--- src/rtl/muldiv_unit.sv ---
// Iterative multiply/divide unit: NBITS shift-add or restoring shift-subtract steps
// on operand magnitudes, with sign correction applied as the result is loaded.
module muldiv_unit #(
   parameter int NBITS  = 32,
   parameter int OPBITS = 2
) (
   input  logic              i_clk,
   input  logic              i_rst,
   input  logic              i_start,
   input  logic [OPBITS-1:0] i_op,
   input  logic [NBITS-1:0]  i_rs,
   input  logic [NBITS-1:0]  i_rt,
   output logic [NBITS-1:0]  o_hi,
   output logic [NBITS-1:0]  o_lo,
   output logic              o_busy,
   output logic              o_done
);

   localparam int CW = (NBITS > 1) ? $clog2(NBITS) : 1;

   typedef enum logic [1:0] {IDLE, CALC, DONE} state_t;

   state_t             state, state_next;
   logic [CW-1:0]      count;
   logic               is_div;
   logic               neg_lo;
   logic               neg_hi;
   logic [NBITS-1:0]   operand;
   logic [2*NBITS-1:0] acc;
   logic [2*NBITS-1:0] acc_step;
   logic               last_iter;

   logic               rs_neg, rt_neg;
   logic [NBITS-1:0]   rs_mag, rt_mag;
   logic [NBITS:0]     add_sum, rem_shift, rem_diff;
   logic [2*NBITS-1:0] prod_fix;
   logic [NBITS-1:0]   quot, rem;
   logic [NBITS-1:0]   res_hi, res_lo;

   assign last_iter = (count == CW'(NBITS - 1));

   // operand magnitudes; i_op[0] selects the signed variants
   always_comb begin
      rs_neg = i_op[0] & i_rs[NBITS-1];
      rt_neg = i_op[0] & i_rt[NBITS-1];
      rs_mag = rs_neg ? -i_rs : i_rs;
      rt_mag = rt_neg ? -i_rt : i_rt;
   end

   always_comb begin
      add_sum   = {1'b0, acc[2*NBITS-1:NBITS]} + {1'b0, operand};
      rem_shift = acc[2*NBITS-1:NBITS-1];
      rem_diff  = rem_shift - {1'b0, operand};
      acc_step  = acc;
      if (is_div) begin
         if (!rem_diff[NBITS])
            acc_step = {rem_diff[NBITS-1:0], acc[NBITS-2:0], 1'b1};
         else
            acc_step = {rem_shift[NBITS-1:0], acc[NBITS-2:0], 1'b0};
      end else if (acc[0]) begin
         acc_step = {add_sum, acc[NBITS-1:1]};
      end else begin
         acc_step = {1'b0, acc[2*NBITS-1:1]};
      end
   end

   always_comb begin
      prod_fix = neg_lo ? -acc_step : acc_step;
      quot     = acc_step[NBITS-1:0];
      rem      = acc_step[2*NBITS-1:NBITS];
      res_hi   = prod_fix[2*NBITS-1:NBITS];
      res_lo   = prod_fix[NBITS-1:0];
      if (is_div) begin
         res_hi = neg_hi ? -rem : rem;
         res_lo = neg_lo ? -quot : quot;
      end
   end

   always_ff @(posedge i_clk or posedge i_rst) begin
      if (i_rst) state <= IDLE;
      else       state <= state_next;
   end

   always_comb begin
      state_next = state;
      unique case (state)
         IDLE:    if (i_start) state_next = CALC;
         CALC:    if (last_iter) state_next = DONE;
         DONE:    state_next = IDLE;
         default: state_next = IDLE;
      endcase
   end

   always_comb begin
      o_busy = (state != IDLE);
      o_done = (state == DONE);
   end

   // A zero divisor leaves an all-ones quotient, so its sign flip is suppressed
   always_ff @(posedge i_clk or posedge i_rst) begin
      if (i_rst) begin
         count   <= '0;
         is_div  <= 1'b0;
         neg_lo  <= 1'b0;
         neg_hi  <= 1'b0;
         operand <= '0;
         acc     <= '0;
         o_hi    <= '0;
         o_lo    <= '0;
      end else begin
         case (state)
            IDLE: begin
               if (i_start) begin
                  count  <= '0;
                  is_div <= i_op[1];
                  neg_hi <= rs_neg;
                  if (i_op[1]) begin
                     neg_lo  <= (rs_neg ^ rt_neg) & (i_rt != '0);
                     operand <= rt_mag;
                     acc     <= {{NBITS{1'b0}}, rs_mag};
                  end else begin
                     neg_lo  <= rs_neg ^ rt_neg;
                     operand <= rs_mag;
                     acc     <= {{NBITS{1'b0}}, rt_mag};
                  end
               end
            end
            CALC: begin
               acc   <= acc_step;
               count <= count + CW'(1);
               if (last_iter) begin
                  o_hi <= res_hi;
                  o_lo <= res_lo;
               end
            end
            default: ;
         endcase
      end
   end

endmodule

--- config.mk ---
export PLATFORM = sky130hd
export DESIGN_NAME = muldiv_unit
export DESIGN_NICKNAME = d
export VERILOG_FILES = /design/src/rtl/muldiv_unit.sv
export SDC_FILE = /design/constraint.sdc
export NUM_CORES = 1
export LEC_CHECK = 0
export CORE_MARGIN = 1.5
export CORE_UTILIZATION = 30
export CTS_CLUSTER_DIAMETER = 150
export DETAILED_ROUTE_END_ITERATION = 6
export PLACE_DENSITY = 0.52
export SYNTH_ARGS = -nofsm -noshare
export SYNTH_HDL_FRONTEND = slang
export SYNTH_SLANG_ARGS = --single-unit
export TNS_END_PERCENT = 20
--- constraint.sdc ---
create_clock -name i_clk -period 9 [get_ports i_clk]
set_input_delay 2.7 -clock i_clk [delete_from_list [all_inputs] [get_ports i_clk]]
set_output_delay 2.7 -clock i_clk [all_outputs]
set_load 0.01 [all_outputs]
======== After elaboration in Yosys (flattened, before gate mapping) ========
Cells that the tools add are included.
storage, ports and cells
  bits in registers ....................... 170
  latch bits .............................. 0
  memory bits (writable) .................. 0
  bits in read-only memories .............. 0
  input bits .............................. 69
  logic and storage cells ................. 54
  memories kept ........................... 0
cells by class
  $add $sub $neg .......................... 8
  multiply operators ...................... 0
  div/mod/pow operators ................... 0
  order comparisons ....................... 0
  equal/unequal tests ..................... 5
  shifts and indexed selects .............. 0
  multiplexer cells ....................... 20
  bitwise gates (word level) .............. 4
  reduce and logical (&&, ||, !) cells .... 8
operators with widths
  kind                                                 count
  two-way mux 64 bit                                   5
  two-way mux 32 bit                                   8
  negator 32 bit                                       4
  case mux 64 bit (2 select lines)                     1
  negator 64 bit                                       1
  adder 32 x 32 -> 33 bit                              1
  subtractor 33 x 32 -> 33 bit                         1
  nonzero test 32 bit                                  1
  case mux 5 bit (2 select lines)                      1
  AND reduction 2 bit                                  4
  adder 5 x 1 -> 5 bit, second input constant          1
  equality test 5 bit, second input constant           1
  two-way mux 5 bit                                    1
  two-way mux 2 bit                                    2
  != test 2 bit, second input constant                 2
  case mux 2 bit (2 select lines)                      1
  nonzero test 2 bit                                   2
  bitwise AND 1 bit                                    3
  equality test 2 x 1 -> 1 bit, second input constant  1
  equality test 2 bit, second input constant           1
  zero test 2 bit                                      1
  two-way mux 1 bit                                    1
  XOR 1 bit                                            1

======== Depth between registers and ports, before layout ========
  depth after elaboration ................. 6
  mapped depth ............................ 24
  gate-level depth less buffers ........... 23

======== Worst setup path after synthesis ========
OpenSTA, ideal clock, no wires.
  path kind ............................... input to register
  start ................................... input port i_rs[7]
  end ..................................... register acc[29]
  setup time .............................. 0.142 ns
  data arrival time ....................... 4.729 ns
  required time ........................... 8.858 ns
  setup slack ............................. 4.129 ns
  cell stages on the path ................. 11
  path buffers ............................ 0
  cell sequence ........................... or3_1 > nor4_1 > nor2b_1 > nand2_1 > nor3b_1 > and2_1 > a21oi_1 > xnor2_1 > nor2_1 > a21oi_1 > o221ai_1
between the ends
  cells in the longest elaborated chain, start to end .. 5
ends and longest elaborated chain
  element                           line  source
  start, declared                   11    input logic [NBITS-1:0] i_rs,
  negator 32 bit                    46    rs_mag = rs_neg ? -i_rs : i_rs;
  two-way mux 32 bit                46
  two-way mux 32 bit                117   if (i_op[1]) begin
  two-way mux 64 bit                113   if (i_start) begin
  case mux 64 bit (2 select lines)  111   case (state)
  end signal, assigned              120   acc <= {{NBITS{1'b0}}, rs_mag};
  end signal, assigned              124   acc <= {{NBITS{1'b0}}, rt_mag};
  end signal, assigned              129   acc <= acc_step;
  end, declared                     29    logic [2*NBITS-1:0] acc;
No other way between the ends. The select of a mux whose other input is x is not followed.
A chain may end at the register's enable or synchronous reset.

======== Final worst setup path ========
  start ................................... register operand[18]
  end ..................................... register o_hi[13]
between the ends
  cells in the longest elaborated chain, start to end .. 6
ends and longest elaborated chain
  element                                                          line    source
  start, declared                                                  28      logic [NBITS-1:0] operand;
  start signal, assigned                                           119     operand <= rt_mag;
  start signal, assigned                                           123     operand <= rs_mag;
  subtractor 33 x 32 -> 33 bit (*)                                 53      rem_diff = rem_shift - {1'b0, operand};
  two-way mux 64 bit (*)                                           56      if (!rem_diff[NBITS])
  two-way mux 64 bit (*)                                           55      if (is_div) begin
  negator 64 bit / negator 32 bit (equally long branches)          68, 74
  two-way mux 64 bit / two-way mux 32 bit (equally long branches)  68, 74
  two-way mux 32 bit (*)                                           73      if (is_div) begin
  end signal, assigned                                             132     o_hi <= res_hi;
  end, declared                                                    13      output logic [NBITS-1:0] o_hi,
Mark *: on every way between the ends. The rest lies on a longest branch, timed or not.

==> results.py <==
metrics = {
    "setup_path": {
        "crit_required_ns": 9.33,
        "crit_type": "reg -> reg",
        "critPathLaunchType": "register",
        "arrival_ns": 5.90,
        "crit_fanout": 15,
        "critPathCaptureType": "register",
    },
    "placed_design": {
        "routabilityCongestion": 0.972,
        "portBuffers": 134,
        "dp_hpwl_um": 46500,
        "dp.cells": 2748,
        "dp_slack_ns": 3.18,
    },
    "synth": {
        "synth_cell_types": 87,
        "yosys_register_bits": 170,
        "synth_top_area_share_pct": 27.6,
        "yosysSeqAreaShare_pct": 27.6,
        "synthArstFlopShare_pct": 100,
        "yosys_warnings": 0,
        "netlist_area_um2": 15400,
        "netlist_instances": 2041,
        "synth-edff-count": 0,
        "synth_flop_cell": "dfrtp_1",
        "syn-num-nets": 2182,
        "synth_common_cells": "nand2_1 (311), o21ai_0 (227), dfrtp_1 (170)",
        "synth_area_leaders": "dfrtp_1 (28%), nand2_1 (7.6%), o21ai_0 (7.4%)",
        "synth.most_common_cell": "nand2_1",
        "avgSynthCellArea_um2": 7.55,
        "synth_area_leader_cell": "dfrtp_1",
    },
    "clock_network": {
        "cts_hold_buf": 0,
        "clk_latency_ns": 0.48,
        "h-tree-depth": 4,
        "root_buffer": "clkbuf_16",
        "post_cts_resized": 0,
        "cts_sinks": 170,
        "clkTransAtPathRegs_ns": 0.08,
        "cts_buffers": 17,
        "cts_tree": "done",
        "cts.path.max_buffers": 2,
        "post_cts_buffers": 0,
    },
    "finish": {
        "layout.nets": 2236,
        "area_growth_pct": 16.0,
        "layout-drive-gt1-share_pct": 4.89,
        "antenna_cells": 0,
        "stdcell_count": 2780,
        "final_core_util_pct": 35.5,
    },
    "global_route": {
        "grt_max_degree": 90,
        "grt.overflow.total": 0,
        "grt_pass1_wl_um": 92100,
        "grt_use_total_pct": 22.9,
        "first_global_vias": 15100,
        "antenna_found_initial": 2,
    },
    "detailed_routing": {
        "ant_nets": 0,
        "vias": 15600,
        "drt_iter0_drc": 1282,
        "dr.pass1.iters": 6,
        "routedWlPerCell_um": 21.8,
        "finalWirelength_um": 60600,
        "viasPerCell": 5.61,
        "drc_errors": 0,
    },
    "sta": {
        "slew_violations": 0,
        "worst_slack_ns": 3.43,
        "period_share_pct": 61.9,
        "skew_ns": 0.0205,
        "hold_violations": 0,
        "setup_tns_ns": 0,
        "period_minus_slack_ns": 5.57,
        "finalSetupViolCount": 0,
        "worst_slew_pin_slew_ns": 1.09,
        "fmax_ghz": 0.180,
        "rsz0062_at_grt": "false",
        "relSlewSlack_pct": 27.3,
    },
    "floorplanning": {
        "ioPinCount": 135,
        "dieArea_um2": 52700,
        "fp.coreArea_um2": 50400,
        "core.rowCount": 82,
        "die_width_um": 230,
        "die_h_um": 230,
        "initial_core_util_pct": 30.6,
    },
    "min_path": {
        "min_path_type": "reg -> reg",
    },
    "run": {
        "maxCapViolations": 0,
    },
    "run_status": {
        "status": "finished, final reports clean",
    },
}
==> final timing paths <==
check | start | end | slack, ns | depth (start not counted)
setup / recovery | operand[18]$_DFFE_PP0P_ | o_hi[13]$_DFFE_PP0P_ | 3.43 | 14
hold / removal | o_hi[12]$_DFFE_PP0P_ | o_hi[12]$_DFFE_PP0P_ | 0.48 | 2
setup reg to reg | operand[18]$_DFFE_PP0P_ | o_hi[13]$_DFFE_PP0P_ | 3.43 | 14
hold reg to reg | o_hi[12]$_DFFE_PP0P_ | o_hi[12]$_DFFE_PP0P_ | 0.48 | 2
max in group asynchronous | i_rst | o_hi[15]$_DFFE_PP0P_ | 4.71 | 3
min in group asynchronous | i_rst | o_hi[31]$_DFFE_PP0P_ | 2.72 | 2
==> critical path, cell delays in order (launching register included) <==
cell	delay [ns]
dfrtp_1	0.50
inv_1	0.23
ha_1	0.51
nand2_1	0.15
o21ai_2	0.24
a211oi_2	0.12
o31a_1	0.32
nand3_1	0.59
nand2_1	0.66
o21ai_0	0.51
a21oi_1	0.25
nand4b_2	0.50
o41ai_1	0.53
xnor2_1	0.22
o21ai_1	0.09
==> metrics by stage <==
| stage | hold slack (ns) | area (um2) |
|---|---|---|
| after floorplan | 0.449 | 15400 |
| after global placement | 0.468 | 17300 |
| after detailed placement | 0.473 | 17300 |
| after CTS | 0.491 | 17900 |
| after global routing | 0.504 | 17900 |
| final | 0.484 | 17900 |
==> state kept, by name, summed over array words and instances (netlist names) <==
| name | count |
|---|---|
| acc | 64 |
| o_hi | 32 |
| o_lo | 32 |
| operand | 32 |
| count | 5 |
| state | 2 |
| is_div | 1 |
| neg_hi | 1 |
| neg_lo | 1 |
==> metal layers <==
layer	vias up	wire (um)	track usage, %
li1	7471	-	-
met5	-	0	0
met2	457	29200	39.1
met1	7570	25900	28.4
met3	111	2250	2.47
met4	0	3150	12.0
==> cells by family (layout without fill, tap and decap cells) <==
group                      after synthesis  count (layout)  synth area share [%]
and+or+nand+nor                        738             738                  22.1
AOI/OAI and AO/OA                      656             656                  26.6
buffers and inverters                  189             256                  4.88
DFF                                    170             170                  27.6
xor gates and xnor gates               153             153                  8.70
adders and majority gates               72              72                  5.94
muxes                                   63              63                  4.18
==> placed cells by master (no fill, tap or decap), types with 8 or more instances in the layout <==
cell and instances:
o21bai_1 9, xnor2_1 98, o221ai_1 26, nor4_1 10
buf_4 20, and2_1 14, o21a_1 13, o31ai_1 19
o211ai_1 32, nand2_1 309, a21boi_0 8, o21ai_1 8
dfrtp_1 169, a31oi_1 29, inv_1 68, ha_1 70
nor3b_1 8, nor2b_1 14, clkbuf_16 17, nand3_1 56
mux2_2 11, nand4_1 29, clkdlybuf4s50_1 133, a21o_1 31
nor2_1 158, nand2b_1 19, xor2_1 55, a211oi_1 18
and3_1 9, o21ai_0 227, mux2i_1 52, or3_1 19
a311oi_1 8, a21oi_1 155, nor3_1 52
==> cell type report <==
class / count / area [um2]
multi-input combinational: 1682 / 10400
fill: 5328 / 32500
timing repair buffer: 153 / 1480
sequential: 170 / 4260
clock inverter: 15 / 175
tap: 672 / 841
clock buffer: 17 / 425
inverter: 71 / 272
Power is not shown: default switching activity piles up to over one toggle a cycle in this logic, so the estimate is an artifact.
